[src/rtl/avalon_mem_arbiter.sv]
// Two-requester (fetch / data) arbiter onto a single Avalon-MM master port, data-priority with a starvation guard.
// Optional waitrequest timeout abort is compiled in with `define AVALON_ARB_TIMEOUT_EN.
module avalon_mem_arbiter #(
  parameter int STARVE_MAX = 4,
  parameter int TIMEOUT    = 256
) (
  input  logic        CLK,
  input  logic        RST,
  input  logic        i_req,
  input  logic [31:0] i_addr,
  output logic [31:0] i_rdata,
  output logic        i_done,
  input  logic        d_rd,
  input  logic        d_wr,
  input  logic [31:0] d_addr,
  input  logic [31:0] d_wdata,
  output logic [31:0] d_rdata,
  output logic        d_done,
  output logic [31:0] avm_address,
  output logic        avm_read,
  output logic        avm_write,
  output logic [31:0] avm_writedata,
  output logic [3:0]  avm_byteenable,
  input  logic [31:0] avm_readdata,
  input  logic        avm_waitrequest,
  output logic        busy,
  output logic        err
);
  localparam int SW = $clog2(STARVE_MAX + 1);
  localparam logic [SW-1:0] STARVE_LIM = SW'(STARVE_MAX);

  typedef enum logic [1:0] {S_IDLE, S_I_BUS, S_D_BUS, S_RESP} state_t;

  state_t        r_state, w_next;
  logic          w_d_req, w_in_bus, w_grant_d, w_grant_i, w_fin, w_tmo;
  logic [SW-1:0] r_starve;
  logic          r_own_d;
  logic [31:0]   r_addr, r_wdata, r_i_rdata, r_d_rdata;
  logic          r_rd, r_wr, r_i_done, r_d_done, r_busy;

  assign w_d_req  = d_rd | d_wr;
  assign w_in_bus = (r_state == S_I_BUS) || (r_state == S_D_BUS);

  always_ff @(posedge CLK) begin
    if (RST) r_state <= S_IDLE;
    else     r_state <= w_next;
  end

  always_comb begin
    w_next    = r_state;
    w_grant_d = 1'b0;
    w_grant_i = 1'b0;
    w_fin     = 1'b0;
    case (r_state)
      S_IDLE: begin
        // Data wins unless it has starved a waiting fetch for STARVE_MAX grants
        if (w_d_req && ((r_starve < STARVE_LIM) || !i_req)) begin
          w_next    = S_D_BUS;
          w_grant_d = 1'b1;
        end else if (i_req) begin
          w_next    = S_I_BUS;
          w_grant_i = 1'b1;
        end
      end
      S_I_BUS, S_D_BUS: begin
        if (!avm_waitrequest) begin
          w_next = S_RESP;
          w_fin  = 1'b1;
        end else if (w_tmo) begin
          w_next = S_RESP;
        end
      end
      S_RESP:  w_next = S_IDLE;
      default: w_next = S_IDLE;
    endcase
  end

  always_ff @(posedge CLK) begin
    if (RST) begin
      r_addr    <= '0;
      r_wdata   <= '0;
      r_rd      <= 1'b0;
      r_wr      <= 1'b0;
      r_own_d   <= 1'b0;
      r_starve  <= '0;
      r_i_rdata <= '0;
      r_d_rdata <= '0;
      r_i_done  <= 1'b0;
      r_d_done  <= 1'b0;
      r_busy    <= 1'b0;
    end else begin
      r_i_done <= 1'b0;
      r_d_done <= 1'b0;
      r_busy   <= (w_next != S_IDLE);
      if (w_grant_d) begin
        r_addr  <= d_addr;
        r_wdata <= d_wdata;
        r_wr    <= d_wr;
        r_rd    <= ~d_wr;
        r_own_d <= 1'b1;
        if (i_req && (r_starve < STARVE_LIM)) r_starve <= r_starve + SW'(1);
      end
      if (w_grant_i) begin
        r_addr   <= i_addr & 32'hFFFF_FFFC;
        r_wr     <= 1'b0;
        r_rd     <= 1'b1;
        r_own_d  <= 1'b0;
        r_starve <= '0;
      end
      if (w_fin) begin
        r_rd <= 1'b0;
        r_wr <= 1'b0;
        if (r_own_d) begin
          r_d_done <= 1'b1;
          if (!r_wr) r_d_rdata <= avm_readdata;
        end else begin
          r_i_done  <= 1'b1;
          r_i_rdata <= avm_readdata;
        end
      end else if (w_in_bus && avm_waitrequest && w_tmo) begin
        r_rd <= 1'b0;
        r_wr <= 1'b0;
        if (r_own_d) begin
          r_d_done  <= 1'b1;
          r_d_rdata <= 32'hDEAD_BEEF;
        end else begin
          r_i_done  <= 1'b1;
          r_i_rdata <= 32'hDEAD_BEEF;
        end
      end
    end
  end

`ifdef AVALON_ARB_TIMEOUT_EN
  logic [15:0] r_wait_cnt;
  logic        r_err;

  assign w_tmo = w_in_bus && avm_waitrequest && (r_wait_cnt == 16'(TIMEOUT - 1));

  always_ff @(posedge CLK) begin
    if (RST) begin
      r_wait_cnt <= '0;
      r_err      <= 1'b0;
    end else begin
      if (w_in_bus && avm_waitrequest && !w_tmo) r_wait_cnt <= r_wait_cnt + 16'd1;
      else                                        r_wait_cnt <= '0;
      if (w_tmo) r_err <= 1'b1;
    end
  end

  assign err = r_err;
`else
  // No abort path: TIMEOUT only matters when the wait counter is built
  assign w_tmo = (TIMEOUT < 0);
  assign err   = 1'b0;
`endif

  assign avm_address    = r_addr;
  assign avm_read       = r_rd;
  assign avm_write      = r_wr;
  assign avm_writedata  = r_wdata;
  assign avm_byteenable = 4'hF;
  assign i_rdata        = r_i_rdata;
  assign i_done         = r_i_done;
  assign d_rdata        = r_d_rdata;
  assign d_done         = r_d_done;
  assign busy           = r_busy;

endmodule
[config.mk]
export PLATFORM = sky130hd
export DESIGN_NAME = avalon_mem_arbiter
export DESIGN_NICKNAME = d
export VERILOG_FILES = /design/src/rtl/avalon_mem_arbiter.sv
export SDC_FILE = /design/constraint.sdc
export NUM_CORES = 1
export LEC_CHECK = 0
export ABC_AREA = 1
export BUFFER_PORTS_ARGS = -buffer_cell sky130_fd_sc_hd__buf_2
export CAP_MARGIN = 10
export CORE_MARGIN = 2
export CORE_UTILIZATION = 41
export DETAILED_ROUTE_END_ITERATION = 12
export GPL_ROUTABILITY_DRIVEN = 0
export GPL_TIMING_DRIVEN = 0
export PLACE_DENSITY_LB_ADDON = 0.12
export SLEW_MARGIN = 20
export SYNTH_ARGS = -nofsm -noshare
export SYNTH_HDL_FRONTEND = slang
export SYNTH_SLANG_ARGS = --single-unit
[constraint.sdc]
create_clock -name CLK -period 2.1 [get_ports CLK]
set_clock_uncertainty 0.05 [all_clocks]
set_input_delay 0.42 -clock CLK [delete_from_list [all_inputs] [get_ports CLK]]
set_output_delay 0.42 -clock CLK [all_outputs]
set_load 0.03 [all_outputs]
==> results.py, run 1 <==
metrics = {
    "synthesis": {
        "ys.flop_type": "dfxtp_1",
        "synth_cell_types": 24,
        "synth_warnings": 0,
        "yosysMostFrequentCell": "nor2_1",
        "synth_common_cells": "nor2_1, nand2_1, dfxtp_1, a21oi_1, nand3_1",
        "syn_inst": 762,
        "ys_async_sr_fraction_pct": 0,
        "syn_area_sq_um": 5540,
        "synth_area_leader_cell": "dfxtp_1",
        "yosysTopAreaCellShare_pct": 50.2,
        "seq_area_frac_synth_pct": 50.2,
        "ys_ff_latch": 139,
        "avgSynthCellArea_sq_um": 7.27,
        "ys_top_cells_by_area": "dfxtp_1, nor2_1, nand2_1",
        "synth_enable_flop_cells": 0,
    },
    "flow_run": {
        "drv_cap": 0,
    },
    "run_status": {
        "status": "finished, final reports clean",
    },
    "final_layout": {
        "diodes": 0,
        "final_cells": 1235,
        "fillers": 1327,
        "drive_above_1_share_pct": 30.9,
        "fin_nets": 1183,
        "syn_to_final_growth_pct": 39.4,
    },
    "power": {
        "peakVddDrop_v": 0.000669,
        "power_density_nw_per_um2": 1030,
        "cellLeakagePower_nw": 3.82,
    },
    "global_route": {
        "antenna_found_initial": 0,
        "grt_pass1_vias": 5284,
        "grt_pass1_wl_mm": 26.1,
        "overflow": 0,
        "grt_util_all_layers_pct": 22.6,
        "grt_max_degree": 17,
    },
    "sta": {
        "relSlewSlack_pct": 65.4,
        "worst_slew_pin_slew_ns": 0.518,
        "hold_viol_final": 0,
        "fin_crit_sh_pct": 87.0,
        "fin_ws_ns": 0.273,
        "setup_viol": 0,
        "grt_setup_unrepaired": "false",
        "period_minus_slack_ns": 1.83,
        "fin_setup_tns_ns": 0,
        "slew_viol_final": 0,
        "timing.hold.ws_ns": 0.200,
        "max_freq_mhz": 547,
    },
    "cts": {
        "cts.hold.buffers_added": 0,
        "clock_latency_ns": 0.41,
        "cts_buffers": 17,
        "cts_max_path_buffers": 2,
        "numClockSinks": 139,
        "htreeDepth": 4,
        "cts_resized": 0,
        "clockRootBuffer": "clkbuf_16",
        "cts_setup_buffers": 0,
        "cts.clk_slew.worst_paths_ns": 0.06,
        "cts_tree": "done",
    },
    "worst_hold_path": {
        "hold_class": "in -> reg",
    },
    "floorplan": {
        "dieArea_sq_um": 14500,
        "die_width_um": 120,
        "ios": 272,
        "start_util_pct": 41.8,
        "rows": 42,
        "core-area_sq_um": 13200,
        "fp.dieH_um": 120,
    },
    "placed_design": {
        "dpl.hpwl_mm": 12.5,
        "io_buffers": 263,
        "dp.cells": 1204,
        "pre_cts_ws_ns": 0.232,
    },
    "worst_setup_path": {
        "cp_data_arrival_time_ns": 2.13,
        "crit_path_start_kind": "register",
        "required_ns": 2.40,
        "crit_fanout": 10,
        "cp-end-kind": "register",
        "crit_type": "reg -> reg",
    },
    "drt": {
        "drc": 0,
        "viasPerCell": 4.69,
        "firstDrtPassIters": 4,
        "antenna_left": 0,
        "wirelength_mm": 16.8,
        "wl_per_cell_um": 13.6,
        "drtIter0Drc": 245,
        "vias": 5795,
    },
}
==> sequential cells by signal, summed over array words and instances (netlist names), 2 cells and up <==
register and count:
d_rdata 32, r_state 2, r_starve 3, avm_address 32, avm_writedata 32, i_rdata 32
==> metal layers <==
layer  track usage (%)  up-vias  share of wire [%]
met2              39.0      203                 48
met4              7.92        0                1.6
met3              7.26       21                8.7
li1                  -     3012                  -
met1              26.5     2559                 42
met5                 0        -                  0
==> final cells by class <==
type / count / area [sq um] / share of cell area, %
flip-flops and latches: 139 / 2780 / 36.0
plain buffers: 60 / 312 / 4.03
well taps: 176 / 220 / 2.85
repair buffers: 263 / 1320 / 17.0
clock buffers: 25 / 505 / 6.54
inverters: 45 / 169 / 2.19
multi-input cells: 521 / 2290 / 29.6
clock inverters: 6 / 133 / 1.72
==> worst max-delay path, cell delays in order, from the launching register on <==
cell and delay (ns):
dfxtp_1 0.34, inv_1 0.05, ha_1 0.32, nand2_1 0.18, nor2_1 0.06, nand2_1 0.18
clkbuf_1 0.37, o21ai_0 0.13, nor2_1 0.11
==> cell usage in the layout (no fill, tap or decap), drive strengths merged <==
cell	synthesis	routed
a21oi	69	69
a31oi	1	1
buf	35	298
bufinv	0	4
clkbuf	25	50
clkinv	3	4
clkinvlp	0	1
conb	2	5
dfxtp	139	139
ha	2	2
inv	42	42
nand2	149	149
nand3	65	65
nand3b	1	1
nand4	31	31
nor2	160	160
nor3	1	1
o211ai	2	2
o21ai	33	33
o22ai	1	1
xor2	1	1
==> through the flow <==
| stage | util, % | cell area (sq um) | power (mW) |
|---|---|---|---|
| floorplan | - | 5550 | 4.23 |
| global placement | 53.5 | 7090 | 4.80 |
| detailed placement | 53.5 | 7090 | 4.81 |
| CTS | 58.4 | 7730 | 8.04 |
| global route | 58.4 | 7730 | 8.34 |
| finish | 58.4 | 7730 | 7.96 |
==> report_power, final <==
group          switching [mW]  internal, mW  total, mW
clock network            1.07          2.14       3.20
logic                    1.21         0.559       1.77
registers               0.108          2.88       2.98
==> final timing paths <==
check | startpoint | slack (ns) | cells past startpoint | endpoint
worst max-delay path | r_state[0] | 0.27 | 8 | d_rdata[16]
worst min-delay path | d_wdata[5] | 0.20 | 3 | avm_writedata[5]
worst max register to register | r_state[0] | 0.27 | 8 | d_rdata[16]
worst min register to register | i_rdata[28] | 0.41 | 2 | i_rdata[28]
==> cell families after synthesis <==
group	count (synthesis)	synth area share (%)
simple gates	407	30.7
flops	139	50.2
compound gates	106	9.71
buf+inv	105	8.67
fa+ha+maj	2	0.451
other cells	2	0.136
xor+xnor	1	0.158
(Power assumes the default switching activity.)
==> run 2: changes to the inputs <==
--- a/config.mk
+++ b/config.mk
@@ -5,10 +5,9 @@
 export SDC_FILE = /design/constraint.sdc
 export NUM_CORES = 1
 export LEC_CHECK = 0
-export ABC_AREA = 1
 export BUFFER_PORTS_ARGS = -buffer_cell sky130_fd_sc_hd__buf_2
 export CAP_MARGIN = 10
-export CORE_MARGIN = 2
+export CORE_MARGIN = 5
 export CORE_UTILIZATION = 41
 export DETAILED_ROUTE_END_ITERATION = 12
 export GPL_ROUTABILITY_DRIVEN = 0
==> results.py, run 2 <==
metrics = {
    "run_status": {
        "status": "finished, final reports clean",
    },
    "worst_setup_path": {
        "crit_fanout": 10,
        "critPathMaxStageDelay_ns": 0.37,
        "ff2ff_path_depth": 8,
        "crit_chain": "inv_1 > ha_1 > a21boi_4 > nor2b_4 > buf_6 > buf_6 > a222oi_1 > nor2_1",
        "reg2reg_slack_ns": 0.17,
        "crit_family": "compound AO/OA/AOI/OAI gates",
        "worst-path-buf-inv": 3,
        "required_ns": 2.33,
        "r2r_start": "r_state[0]",
        "cp_data_arrival_time_ns": 2.16,
        "r2r-end": "avm_address[19]",
        "cp-end-kind": "register",
        "critPathSlowestCell": "a222oi_1",
        "critPathMostFrequentCell": "buf_6",
        "crit_path_start_kind": "register",
        "crit_type": "reg -> reg",
    },
    "synthesis": {
        "synth_area_leader_cell": "dfxtp_1",
        "ys_top_cells_by_area": "dfxtp_1, nand2_1, a21oi_1",
        "yosysMostFrequentCell": "nand2_1",
        "ys.flop_type": "dfxtp_1",
        "syn_inst": 593,
        "synth_common_cells": "nand2_1, dfxtp_1, a21oi_1, nor2_1, clkbuf_1",
        "yosysTopAreaCellShare_pct": 55.5,
        "synth_cell_types": 34,
        "synth_warnings": 0,
        "ys_async_sr_fraction_pct": 0,
        "syn_area_sq_um": 5010,
        "synth_enable_flop_cells": 0,
        "seq_area_frac_synth_pct": 55.5,
        "avgSynthCellArea_sq_um": 8.45,
        "ys_ff_latch": 139,
    },
    "power": {
        "cellLeakagePower_nw": 3.40,
        "power_density_nw_per_um2": 1240,
        "power_mw": 8.90,
        "peakVddDrop_v": 0.000628,
    },
    "cts": {
        "cts.clk_slew.worst_paths_ns": 0.06,
        "clockRootBuffer": "clkbuf_16",
        "clock_latency_ns": 0.41,
        "cts_max_path_buffers": 2,
        "numClockSinks": 139,
        "cts_buffers": 17,
        "cts_tree": "done",
        "htreeDepth": 4,
    },
    "drt": {
        "vias": 5208,
        "drc": 0,
        "wl_per_cell_um": 15.4,
        "antenna_left": 0,
        "drtIter0Drc": 372,
        "viasPerCell": 5.02,
        "wirelength_mm": 16.0,
        "firstDrtPassIters": 7,
    },
    "worst_hold_path": {
        "hp-start": "d_wdata[11]",
        "hold_class": "in -> reg",
        "hold_path_depth": 3,
        "hold_path_end": "avm_writedata[11]",
    },
    "placed_design": {
        "dpl.hpwl_mm": 12.3,
        "io_buffers": 262,
        "pre_cts_ws_ns": 0.0177,
    },
    "global_route": {
        "grt_max_degree": 17,
        "antenna_found_initial": 0,
        "grt_pass1_wl_mm": 25.2,
        "grt_util_all_layers_pct": 21.6,
        "overflow": 0,
        "grt_pass1_vias": 5148,
    },
    "floorplan": {
        "dieArea_sq_um": 14500,
        "rows": 40,
        "die_width_um": 121,
        "ios": 272,
        "fp.dieH_um": 121,
        "core-area_sq_um": 12000,
        "start_util_pct": 41.7,
    },
    "sta": {
        "max_freq_mhz": 518,
        "hold_viol_final": 0,
        "period_minus_slack_ns": 1.93,
        "slew_viol_final": 0,
        "fin_ws_ns": 0.171,
        "grt_setup_unrepaired": "false",
        "fin_crit_sh_pct": 91.9,
        "setup_viol": 0,
        "fin_setup_tns_ns": 0,
        "worst_slew_pin_slew_ns": 0.572,
        "relSlewSlack_pct": 61.9,
    },
    "final_layout": {
        "diodes": 0,
        "final_cell_mix": "buf_2, nand2_1, dfxtp_1, a21oi_1, nor2_1",
        "fin_nets": 1013,
        "syn_to_final_growth_pct": 42.8,
        "drive_above_1_share_pct": 36.6,
        "final_common_cell": "buf_2",
    },
    "flow_run": {
        "drv_cap": 0,
    },
}
==> run 2: changes by cell type after synthesis, moves of 30 or more <==
cell / delta
a21oi_1: +30
inv_1: -37
nand2_1: +47
o21ai_0: -30
nor2_1: -118
nand3_1: -64
a222oi_1: +30
nand4_1: -30
==> run 2: metal layers <==
metal / GRT usage (%) / wire, um
met5: 0 / 0
met4: 7.08 / 249
met3: 8.37 / 1480
met2: 36.3 / 7830
met1: 25.4 / 6410
==> run 2: cell type report <==
class / instances / area [sq um]
clock inverter: 6 / 108
clock buffer: 26 / 509
tap: 147 / 184
multi-input combinational: 401 / 1950
timing repair buffer: 262 / 1310
buffer: 52 / 297
fill: 1104 / 4850
inverter: 4 / 15.0
sequential: 139 / 2780
==> run 2: how the worst max path moves through the flow <==
stage / start / end / slack [ns] / cells past startpoint
2_1_floorplan: r_state[0] / avm_address[24] / 0.40 / 8
3_3_place_gp: r_state[0] / i_rdata[20] / 0.08 / 8
3_5_place_dp: r_state[0] / i_rdata[20] / 0.02 / 8
4_1_cts: r_state[0] / i_rdata[25] / 0.009 / 8
5_1_grt: r_state[0] / i_rdata[26] / 0.008 / 8
6_report: r_state[0] / avm_address[19] / 0.17 / 8
==> run 2: worst register-to-register path: stages (launching register included) <==
cell and delay (ns):
dfxtp_1 0.34, inv_1 0.05, ha_1 0.28, a21boi_4 0.19, nor2b_4 0.14, buf_6 0.15, buf_6 0.14, a222oi_1 0.38
nor2_1 0.08
==> run 2: per-stage QoR <==
stage	hold WS (ns)	instances	area [sq um]	util, %
after floorplan	0.386	596	5020	-
after global placement	0.388	1005	6520	54.3
after detailed placement	0.393	1005	6520	54.3
after CTS	0.173	1037	7140	59.4
after global routing	0.185	1037	7160	59.6
final	0.194	1037	7160	59.6
==> run 2: where the power goes <==
group          internal (mW)  switching, mW  total [mW]
Clock                   2.02           1.04        3.07
Sequential              3.01          0.186        3.20
Combinational          0.879           1.76        2.64
Total                   5.91           2.99        8.90
==> run 2: repair_timing <==
item                                    CTS  global route
endpoints found under the hold margin     0             0
gates resized for setup                   1            21
hold buffers                              0             0
endpoints found under the setup margin    1            80
setup buffers                             0             0
==> run 2: cell families (layout without fill, tap and decap cells) <==
| family | after synthesis | in the layout | synth area share [%] |
|---|---|---|---|
| AOI/OAI and AO/OA | 141 | 141 | 17.9 |
| adders and majority gates | 2 | 2 | 0.499 |
| buffers and inverters | 56 | 350 | 5.87 |
| DFF | 139 | 139 | 55.5 |
| muxes | 2 | 2 | 0.399 |
| other | 2 | 5 | 0.150 |
| and+or+nand+nor | 251 | 251 | 19.7 |
==> run 3: changes to the inputs <==
--- a/config.mk
+++ b/config.mk
@@ -13,6 +13,7 @@
 export GPL_ROUTABILITY_DRIVEN = 0
 export GPL_TIMING_DRIVEN = 0
 export PLACE_DENSITY_LB_ADDON = 0.12
+export REMOVE_ABC_BUFFERS = 1
 export SLEW_MARGIN = 20
 export SYNTH_ARGS = -nofsm -noshare
 export SYNTH_HDL_FRONTEND = slang
==> results.py, run 3 (synthesis gave the netlist of run 2 again) <==
metrics = {
    "power": {
        "power_mw": 8.89,
        "swShare_pct": 33.7,
        "pwr-share-seq_pct": 36.0,
        "power_density_nw_per_um2": 1250,
        "intPower_mw": 5.89,
        "pwr-share-clk_pct": 34.2,
        "cellLeakagePower_nw": 3.34,
        "comb_power_share_pct": 29.8,
        "peakVddDrop_v": 0.000574,
        "p_sw_mw": 3.00,
    },
    "global_route": {
        "grt_pass1_vias": 4917,
        "grt_util_all_layers_pct": 20.6,
        "overflow": 0,
        "grt_pass1_wl_mm": 23.8,
        "grt_max_degree": 105,
        "antenna_found_initial": 1,
    },
    "placed_design": {
        "dpl_cell_area_sq_um": 6420,
        "io_buffers": 264,
        "dpl.hpwl_mm": 10.8,
    },
    "final_layout": {
        "fillers": 1098,
        "multi_input_area_sq_um": 2030,
        "seq_area_sq_um": 2780,
        "final_cell_mix": "buf_2, nand2_1, dfxtp_1, a21oi_1, nor2_1",
        "final_common_cell": "buf_2",
        "stdcell_area_sq_um": 7110,
        "fin_nets": 973,
        "final_util_pct": 59.2,
        "drive_above_1_share_pct": 37.3,
        "syn_to_final_growth_pct": 41.9,
    },
    "sta": {
        "hold_viol_final": 0,
        "relSlewSlack_pct": 41.6,
        "fin_crit_sh_pct": 87.8,
        "max_freq_mhz": 542,
        "slew_viol_final": 0,
        "grt_setup_unrepaired": "false",
        "timing.hold.ws_ns": 0.201,
        "period_minus_slack_ns": 1.84,
        "worst_slew_pin_slew_ns": 0.872,
        "setup_viol": 0,
    },
    "drt": {
        "antenna_left": 0,
        "viasPerCell": 5.04,
        "drc": 0,
        "wl_per_cell_um": 15.5,
        "drtIter0Drc": 336,
        "vias": 5026,
        "wirelength_mm": 15.5,
        "firstDrtPassIters": 7,
    },
    "floorplan": {
        "dieArea_sq_um": 14500,
        "fp.dieH_um": 121,
        "core-area_sq_um": 12000,
        "ios": 272,
        "start_util_pct": 41.7,
        "rows": 40,
        "die_width_um": 121,
    },
    "worst_setup_path": {
        "required_ns": 2.38,
        "crit_fanout": 18,
        "r2r_start": "r_state[0]",
        "r2r-end": "d_rdata[9]",
        "crit_type": "reg -> reg",
        "crit_path_start_kind": "register",
        "cp_data_arrival_time_ns": 2.12,
        "ff2ff_path_depth": 7,
        "cp-end-kind": "register",
        "reg2reg_slack_ns": 0.26,
        "crit_start": "r_state[0]",
        "setup.worst_path.end": "d_rdata[9]",
    },
    "cts": {
        "numClockSinks": 139,
        "clockRootBuffer": "clkbuf_16",
        "cts_max_path_buffers": 2,
        "cts.clk_slew.worst_paths_ns": 0.05,
        "cts.hold.buffers_added": 0,
        "cts_tree": "done",
        "clock_latency_ns": 0.40,
        "cts_buffers": 17,
        "htreeDepth": 4,
    },
    "worst_hold_path": {
        "hp-start": "d_wdata[1]",
        "hold_class": "in -> reg",
    },
    "run_status": {
        "status": "finished, final reports clean",
    },
    "flow_run": {
        "drv_cap": 0,
    },
}
==> run 3: changes by cell type in the layout (fill, tap and decap cells not counted), sizes merged <==
cell,before,now
diode,0,1
nor2,42,43
nor2b,3,4
bufinv,3,2
clkbuf,59,26
buf,281,272
clkinv,2,4
clkinvlp,1,0
==> run 3: routing by layer <==
metal  wire (um)  vias to the layer above  track usage (%)
li1            -                     2491                -
met2        8120                      216             36.8
met1        5620                     2291             22.2
met3        1380                       28             7.11
met4         352                        0             8.50
met5           0                        -                0
==> run 3: critical path: stages, from the launching register on <==
cell and delay [ns]:
dfxtp_1 0.35, inv_1 0.06, ha_2 0.33, nand3b_1 0.17, nor2_4 0.41, buf_16 0.21, nand2_1 0.07, a21oi_1 0.12
==> run 3: timing repair <==
item                                    CTS  global route
setup buffers                             3             0
gates resized for setup                   2             4
gates cloned                              1             1
pin swaps                                 0             1
endpoints found under the setup margin   64            68
==> run 3: power groups by stage <==
stage,sequential (mW),combinational (mW),clock [mW]
finish,3.20,2.65,3.04
global route,3.24,2.87,3.23
detailed placement,3.25,2.58,0
floorplan,3.92,0.923,0
CTS,3.20,2.66,3.11
global placement,3.23,2.40,0
==> run 3: how the worst min path moves through the flow <==
stage                              to  cells past startpoint
floorplan                 r_starve[1]                      2
global placement     avm_writedata[1]                      2
detailed placement         i_rdata[3]                      2
CTS                 avm_writedata[29]                      3
global route         avm_writedata[1]                      3
finish               avm_writedata[1]                      3
==> run 3: through the flow <==
stage	TNS, ns	setup WS (ns)	cells
6_report	0	0.255	998
5_1_grt	0	0.0444	998
4_1_cts	0	0.00621	996
3_5_place_dp	-9.99	-0.274	960
3_3_place_gp	-133.22	-1.61	955
2_1_floorplan	-21.21	-0.452	544
==> run 3: cell type report <==
class | count | share of cell area [%]
Sequential cell | 139 | 39.1
Clock inverter | 6 | 1.13
Multi-Input combinational cell | 403 | 28.5
Timing Repair Buffer | 272 | 20.8
Inverter | 4 | 0.211
Tap cell | 147 | 2.59
Antenna cell | 1 | 0.0352
Clock buffer | 26 | 7.58
